File: config.mk
export PLATFORM = sky130hd
export DESIGN_NAME = esd_trip_sequencer
export DESIGN_NICKNAME = d
export VERILOG_FILES = /design/src/rtl/esd_trip_sequencer.sv
export SDC_FILE = /design/constraint.sdc
export NUM_CORES = 1
export LEC_CHECK = 0
export ABC_AREA = 1
export CELL_PAD_IN_SITES_DETAIL_PLACEMENT = 1
export CELL_PAD_IN_SITES_GLOBAL_PLACEMENT = 1
export CORE_ASPECT_RATIO = 0.75
export CORE_MARGIN = 3
export CORE_UTILIZATION = 38
export DETAILED_ROUTE_END_ITERATION = 10
export PLACE_DENSITY = 0.81
export SETUP_SLACK_MARGIN = 0.2
export SYNTH_ARGS = -nofsm -noshare
export SYNTH_HDL_FRONTEND = slang
export SYNTH_SLANG_ARGS = --single-unit
export TNS_END_PERCENT = 1
File: constraint.sdc
create_clock -name clk -period 1.6 [get_ports clk]
set_input_delay 0.16 -clock clk [delete_from_list [all_inputs] [get_ports clk]]
set_output_delay 0.16 -clock clk [all_outputs]
set_load 0.005 [all_outputs]
File: src/rtl/esd_trip_sequencer.sv
// esd_trip_sequencer
//   Central trip arbiter and restart sequencer for the emergency-shutdown
//   controller. Any trip request drops all actuator enables on the next edge,
//   latches the first-out cause and holds the plant in SAFE. After the hold
//   time has elapsed and a clean ACK arrives, enables come back one stage at
//   a time, STAGE_DLY cycles apart.
//
//   Ports:
//     clk          system clock
//     rst_n        synchronous active-low reset
//     trip_req     level trip requests (0 estop_a, 1 estop_b, 2 watchdog, 3 external)
//     ack_pulse    one-cycle ACK strobe
//     out_en       staged actuator enables
//     shutdown     1 whenever the state is not RUN
//     trip_latched sticky record of sources tripped since the last accepted ACK
//     first_out    index of the first tripping source
//     first_valid  first_out holds a valid index
//     state_o      0 SAFE, 1 STARTUP, 2 RUN
//     trip_count   saturating trip-event counter
//
//   Optional feature macro: ESD_TRIP_COUNT_EN enables trip_count; when it is
//   undefined trip_count is tied to zero.

module esd_trip_sequencer #(
   parameter int unsigned N_SRC       = 4,
   parameter int unsigned N_OUT       = 4,
   parameter int unsigned STAGE_DLY   = 1000,
   parameter int unsigned HOLD_CYCLES = 500
) (
   input  logic                                          clk,
   input  logic                                          rst_n,
   input  logic [N_SRC-1:0]                              trip_req,
   input  logic                                          ack_pulse,
   output logic [N_OUT-1:0]                              out_en,
   output logic                                          shutdown,
   output logic [N_SRC-1:0]                              trip_latched,
   output logic [((N_SRC > 1) ? $clog2(N_SRC) : 1)-1:0]  first_out,
   output logic                                          first_valid,
   output logic [1:0]                                    state_o,
   output logic [7:0]                                    trip_count
);

   localparam int unsigned SRC_W  = (N_SRC > 1) ? $clog2(N_SRC) : 1;
   localparam int unsigned HOLD_W = (HOLD_CYCLES > 0) ? $clog2(HOLD_CYCLES + 1) : 1;
   localparam int unsigned STG_W  = (STAGE_DLY > 1) ? $clog2(STAGE_DLY) : 1;
   localparam logic [HOLD_W-1:0] HOLD_MAX = HOLD_W'(HOLD_CYCLES);
   localparam logic [STG_W-1:0]  STG_LAST = STG_W'(STAGE_DLY - 1);

   typedef enum logic [1:0] {
      ST_SAFE    = 2'd0,
      ST_STARTUP = 2'd1,
      ST_RUN     = 2'd2,
      ST_BAD     = 2'd3
   } state_t;

   state_t              state, state_n;
   logic [HOLD_W-1:0]   hold_cnt, hold_n;
   logic [STG_W-1:0]    stage_cnt, stage_n;
   logic [N_OUT-1:0]    en_n;
   logic                sd_n;
   logic [N_SRC-1:0]    lat_n;
   logic [SRC_W-1:0]    fo_n;
   logic                fv_n;
   logic [SRC_W-1:0]    low_idx;
   logic                trip_any;

   assign trip_any = |trip_req;
   assign state_o  = 2'(state);

   // Lowest set trip index; descending scan so the lowest index wins
   always_comb begin
      low_idx = '0;
      for (int i = int'(N_SRC) - 1; i >= 0; i--) begin
         if (trip_req[i]) low_idx = SRC_W'(i);
      end
   end

   // State and output registers
   always_ff @(posedge clk) begin
      if (!rst_n) begin
         state        <= ST_SAFE;
         out_en       <= '0;
         shutdown     <= 1'b1;
         trip_latched <= '0;
         first_out    <= '0;
         first_valid  <= 1'b0;
         hold_cnt     <= '0;
         stage_cnt    <= '0;
      end else begin
         state        <= state_n;
         out_en       <= en_n;
         shutdown     <= sd_n;
         trip_latched <= lat_n;
         first_out    <= fo_n;
         first_valid  <= fv_n;
         hold_cnt     <= hold_n;
         stage_cnt    <= stage_n;
      end
   end

   // Next-state and next-output logic; a trip overrides everything else
   always_comb begin
      state_n = state;
      en_n    = out_en;
      sd_n    = shutdown;
      lat_n   = trip_latched | trip_req;
      fo_n    = first_out;
      fv_n    = first_valid;
      hold_n  = hold_cnt;
      stage_n = stage_cnt;

      if (!first_valid && trip_any) begin
         fo_n = low_idx;
         fv_n = 1'b1;
      end

      if (trip_any) begin
         state_n = ST_SAFE;
         en_n    = '0;
         sd_n    = 1'b1;
         hold_n  = '0;
         stage_n = '0;
      end else begin
         case (state)
            ST_SAFE: begin
               en_n    = '0;
               sd_n    = 1'b1;
               stage_n = '0;
               if (hold_cnt != HOLD_MAX) hold_n = hold_cnt + HOLD_W'(1);
               if (ack_pulse && (hold_cnt == HOLD_MAX)) begin
                  lat_n  = '0;
                  fv_n   = 1'b0;
                  hold_n = '0;
                  en_n   = N_OUT'(1);
                  if (N_OUT == 1) begin
                     state_n = ST_RUN;
                     sd_n    = 1'b0;
                  end else begin
                     state_n = ST_STARTUP;
                  end
               end
            end
            ST_STARTUP: begin
               // Each stage advance adds the next enable above the highest one set
               if (stage_cnt == STG_LAST) begin
                  stage_n = '0;
                  en_n    = out_en | (out_en << 1);
                  if (en_n[N_OUT-1]) begin
                     state_n = ST_RUN;
                     sd_n    = 1'b0;
                  end
               end else begin
                  stage_n = stage_cnt + STG_W'(1);
               end
            end
            ST_RUN: begin
               en_n = '1;
               sd_n = 1'b0;
            end
            default: begin
               state_n = ST_SAFE;
               en_n    = '0;
               sd_n    = 1'b1;
               hold_n  = '0;
               stage_n = '0;
            end
         endcase
      end
   end

`ifdef ESD_TRIP_COUNT_EN
   logic       trip_any_q;
   logic [7:0] cnt_q;

   // Count rising edges of the combined trip request, saturating at 255
   always_ff @(posedge clk) begin
      if (!rst_n) begin
         trip_any_q <= 1'b0;
         cnt_q      <= 8'd0;
      end else begin
         trip_any_q <= trip_any;
         if (trip_any && !trip_any_q && (cnt_q != 8'hFF)) cnt_q <= cnt_q + 8'd1;
      end
   end

   assign trip_count = cnt_q;
`else
   assign trip_count = 8'd0;
`endif

endmodule

# == After elaboration in Yosys (flattened, before gate mapping) ==
# Index checks and enable logic that the tools add are counted.
# totals
elab_cells,60
inputBits,7
ff_bits,33
out_inout_bits,22
# classes
n_mux,26
eq_ne,9
bitwise,5
reduce_logical,10
add_sub_neg,2
# op_table
operator,n
10-bit case mux with 2 select lines,1
9-bit two-way mux,2
9-bit case mux with 2 select lines,1
4-bit two-way mux,4
2-bit two-way mux,7
4-bit case mux with 3 select lines,1
"10-bit by 1-bit adder with 10-bit output, second input constant",1
"10-bit equality test, second input constant",1
10-bit two-way mux,1
"9-bit by 1-bit adder with 9-bit output, second input constant",1
"9-bit equality test, second input constant",1
"9-bit inequality test, second input constant",1
4-bit OR,2
1-bit two-way mux,7
"2-bit inequality test, second input constant",3
2-bit case mux with 3 select lines,1
5-bit OR reduction,1
2-bit AND reduction,2
4-bit AND reduction,1
4-bit OR reduction,1
"3-bit inequality test, second input constant",1
1-bit NOT,3
"2-bit by 1-bit equality test with 1-bit output, second input constant",1
"2-bit equality test, second input constant",1
5 further kinds,6

# == Depth between registers and ports, before layout ==
# Gate-level depths: netlist of the first run.
# depth
ltp_word,6
mapped_depth,11

# == Least setup slack after synthesis of the first run ==
# No wires, ideal clock.
# synth_path
path_kind,register -> register
from,"reg state[0], in the netlist state_o[0]"
to,reg stage_cnt[9]
path_buffers,1
required_ps,1477
path_stages_with_launch,12
period_less_slack_ps,1524
setup_slack_ps,76
arrival_time_ps,1400
path_cell_list,dfxtp_1 -> inv_1 -> ha_1 -> buf_6 -> inv_1 -> nand2_1 -> nor2_1 -> nand2_1 -> nor2_1 -> nand2_1 -> nand2_1 -> nor2_1
# synth_via
elab_chain_cells,2
word_cells_on_any_way,3
cone_classes,2 x eq/ne; 1 x mux
# synth_lines
element,line,source
"start, declared",56,"state_t state, state_n;"
"start signal, assigned",90,state <= state_n;
2-bit equality test / 2-bit by 1-bit equality test with 1-bit output (equally long branches),124,case (state)
10-bit case mux with 2 select lines,124,
"end signal, assigned",97,stage_cnt <= stage_n;
"end, declared",58,"logic [STG_W-1:0] stage_cnt, stage_n;"
# Several ways; a longest one is shown, not always the timed one.
# A chain may end at the register's enable or synchronous reset.

# == Worst setup path after layout of the first run ==
# layout_path
from,reg hold_cnt[0]
to,"reg state[0], in the netlist state_o[0]"
# layout_via
elab_chain_cells,4
# layout_lines
element,line,source
"start, declared",57,"logic [HOLD_W-1:0] hold_cnt, hold_n;"
"start signal, assigned",96,hold_cnt <= hold_n;
9-bit equality test,130,if (ack_pulse && (hold_cnt == HOLD_MAX)) begin
1-bit logical AND,130,
2-bit inequality test (no line),--,
4-bit AND reduction (no line),--,
# No other way between the ends.

==> results.toml, run 1 <==
[synthesis]
synth_xor_area_share_pct = 1.95
yosysUniqueCellTypes = 33
synthAdderAreaFrac_pct = 4.87
muxShareOfSynthArea_pct = 0
synth_top_cell_by_area = "dfxtp_1"
synth_top_cell_area_share_pct = 36.7
ys_seq_elements = 33
synth-simple-area-share_pct = 31.6
synth_flop_cell = "dfxtp_1"
yosysSeqAreaShare_pct = 36.7
ys_warn_count = 0
synth_area_leaders = "dfxtp_1 37%, nand2_1 10%, nor2_1 8.6%"
synth_cells = 250
synth_top_family_by_area = "simple AND/OR/NAND/NOR gates"
async_flop_share_pct = 0
syn_area_um2 = 1800
synth_compound_area_share_pct = 11.8
postSynthAreaPerCell_um2 = 7.19
synth_edf_count = 0

[layout]
stdcell_count = 351
regArea_um2 = 672
final_nets = 307
fin_util_pct = 55.0
multiInputGateArea_um2 = 1080
antenna_cells = 0
drive_gt1_share_pct = 28.9
syn_to_final_growth_pct = 38.1
fillCellCount = 573

[setup_path]
rr_worst_depth = 10
end_kind = "flop"
r2r-end = "state_o[0]$_SDFFE_PP0P_"
reg2reg_slack_ps = 120
cp-start-kind = "flop"
required_ps = 1820
r2r_start = "hold_cnt[0]$_SDFFE_PP0P_"
critPathKind = "flop to flop"
worstPathArrival_ps = 1710
worstPathMaxFanout = 3

[die]
fp-row-count = 21
die_x_um = 85.4
fp.coreArea_um2 = 4520
pin_count = 29
dieArea_um2 = 5600
start_util_pct = 39.8
die_h_um = 65.6

[placement]
gp_congestion = 0.791
port_buffers = 20
dp_hpwl_um = 3310
placed_cells = 335
post-place-ws_ps = 4.95

[clock_network]
cts_buffers = 5
clk_latency_ps = 290
cts_num_sinks = 33
cts_hold_buf = 0
clock_path_buffers = 2
cts_tree = "built"
clk_pin_slew_ps = 70
cts.htree.levels = 2
cts_root_buf = "clkbuf_8"

[sta]
worst_slack_ps = 117
min_period_over_period_pct = 92.7
fmaxAchievable_mhz = 674
finalHoldViolCount = 0
rsz0062_at_grt = "yes"
setup_viol = 0
fin_tns_setup_ps = 0
maxSlewViolCount = 0
fin_crit_ps = 1480
clock-skew-final_ps = 8.67

[job]
maxCapViolCount = 0

[status]
outcome = "finished, final reports clean"

[global_routing]
grt.busiest_layer = "met2"
use_met3_pct = 3.63
grt_usage_pct = 17.4
grt_util_met2_pct = 29.0
grt_pass1_wl_um = 7660
met1_usage_pct = 21.8
antenna_found_initial = 0
grt_max_degree = 11
first_global_vias = 1715
grt_remaining_overflow = 0

[route]
routed_wl_um = 5340
drtAntennaViolNets = 0
dr_total_vias = 1689
drtPass1Iterations = 4
first_iter_violations = 93
drc_errors = 0
post_drt_via_cell_ratio = 4.81
wl_per_cell_um = 15.2

[power]
leakagePower_nw = 0.975
peakVddDrop_mv = 0.293
p_per_area_nw_per_um2 = 707

[worst_hold_path]
hold_path_class = "flop to flop"
worstHoldPathCells = 2
min_to = "first_out[0]$_SDFFE_PN0P_"
min_from = "first_out[0]$_SDFFE_PN0P_"
-- state kept, by name (all words and copies together), names as in the netlist --
signal        flops
stage_cnt        10
hold_cnt          9
out_en            4
trip_latched      4
first_out         2
state_o           2
first_valid       1
shutdown          1
-- cells by family after synthesis --
logic type	Yosys count
and+or+nand+nor	123
buffers and inverters	49
adders and majority gates	7
DFF	33
other	1
xor gates and xnor gates	4
AOI/OAI and AO/OA	33
-- cell usage after synthesis (2+ instances only) --
master / n
a21oi_1: 13
a21oi_2: 3
buf_4: 8
buf_6: 2
dfxtp_1: 33
ha_1: 7
inv_1: 36
inv_2: 2
nand2_1: 49
nand2_2: 4
nand3_1: 9
nand4_1: 2
nor2_1: 41
nor2_4: 2
nor3_1: 8
o21ai_0: 9
o21bai_1: 2
or2_2: 3
xor2_1: 3
-- repair_timing --
item                                    in CTS  in global routing
pin swaps                                    2                 14
cloned                                       0                  1
resized for setup                            5                 41
endpoints found under the setup margin      29                 33
setup buffers                                3                  4
-- metrics by stage --
| stage | hold slack, ps | cell area (um2) | power, mW |
|---|---|---|---|
| after floorplan | 295 | 1830 | 0.909 |
| after global placement | 459 | 2110 | 0.944 |
| after detailed placement | 471 | 2110 | 0.947 |
| after CTS | 474 | 2280 | 1.77 |
| after global routing | 520 | 2480 | 1.83 |
| final | 476 | 2480 | 1.76 |
-- layout by cell type (no fill, tap or decap), types with 3 or more instances in the layout --
master           instances
a21oi_1                 12
a21oi_2                  3
buf_12                   3
buf_4                   15
clkbuf_8                 6
clkdlybuf4s50_1         20
conb_1                   8
dfxtp_1                 26
dfxtp_2                  6
ha_2                     3
inv_1                   30
inv_2                    8
nand2_1                 42
nand2_2                  7
nand2_4                  4
nand3_1                  8
nor2_1                  34
nor2_2                   6
nor2_4                   4
nor3_1                   7
o21ai_0                  8
or2_2                    3
xor2_1                   3
-- worst max-delay path, stage by stage, from the launching register on --
cell     delay (ps)
dfxtp_2         320
inv_2            70
ha_4            130
nand2_4          50
nor2_4          170
nand3_4         140
a21oi_4         180
nand2_2          90
nand2_1          90
nand2_1          80
nor2_1          110
-- worst max-delay path by stage --
stage / startpoint / to / slack, ps / depth (start not counted)
after global placement: hold_cnt[0]$_SDFFE_PP0P_ / hold_cnt[2]$_SDFFE_PP0P_ / 90 / 11
after CTS: stage_cnt[1]$_SDFFE_PP0N_ / stage_cnt[5]$_SDFFE_PP0N_ / 140 / 9
after floorplan: state_o[0]$_SDFFE_PP0P_ / stage_cnt[9]$_SDFFE_PP0N_ / 180 / 11
after global routing: hold_cnt[1]$_SDFFE_PP0P_ / state_o[0]$_SDFFE_PP0P_ / -20 / 10
after detailed placement: trip_req[2] / hold_cnt[4]$_SDFFE_PP0P_ / 5 / 8
final: hold_cnt[0]$_SDFFE_PP0P_ / state_o[0]$_SDFFE_PP0P_ / 120 / 10
-- power breakdown --
part	internal, mW	switching (mW)
clock	0.508	0.317
combinational	0.0457	0.0474
sequential	0.831	0.00737
-- cell type report --
| class | count | area share, % |
|---|---|---|
| Clock buffer | 7 | 3.48 |
| Clock inverter | 1 | 1.21 |
| Inverter | 39 | 5.99 |
| Multi-Input combinational cell | 175 | 43.4 |
| Sequential cell | 33 | 27.1 |
| Tap cell | 57 | 2.87 |
| Timing Repair Buffer | 39 | 16.0 |
-- routing by layer --
| layer | wire [um] | vias to the layer above | part of all wire [%] |
|---|---|---|---|
| li1 | - | 848 | - |
| met1 | 2430 | 811 | 45 |
| met2 | 2720 | 28 | 51 |
| met3 | 177 | 2 | 3.3 |
| met4 | 19 | 0 | 0.36 |
| met5 | 0 | - | 0 |
(Power assumes the default switching activity.)
==> run 2, diff against run 1 <==
--- a/config.mk
+++ b/config.mk
@@ -14,6 +14,7 @@
 export DETAILED_ROUTE_END_ITERATION = 10
 export PLACE_DENSITY = 0.81
 export SETUP_SLACK_MARGIN = 0.2
+export SLEW_MARGIN = 10
 export SYNTH_ARGS = -nofsm -noshare
 export SYNTH_HDL_FRONTEND = slang
 export SYNTH_SLANG_ARGS = --single-unit
==> results of run 2 <==
The final DEF is identical to that of run 1; final timing and power are the same.
==> run 3, diff against run 2 <==
--- a/config.mk
+++ b/config.mk
@@ -11,6 +11,7 @@
 export CORE_ASPECT_RATIO = 0.75
 export CORE_MARGIN = 3
 export CORE_UTILIZATION = 38
+export CTS_CLUSTER_SIZE = 30
 export DETAILED_ROUTE_END_ITERATION = 10
 export PLACE_DENSITY = 0.81
 export SETUP_SLACK_MARGIN = 0.2
==> results of run 3 <==
The final DEF is identical to that of run 1; final timing and power are the same.
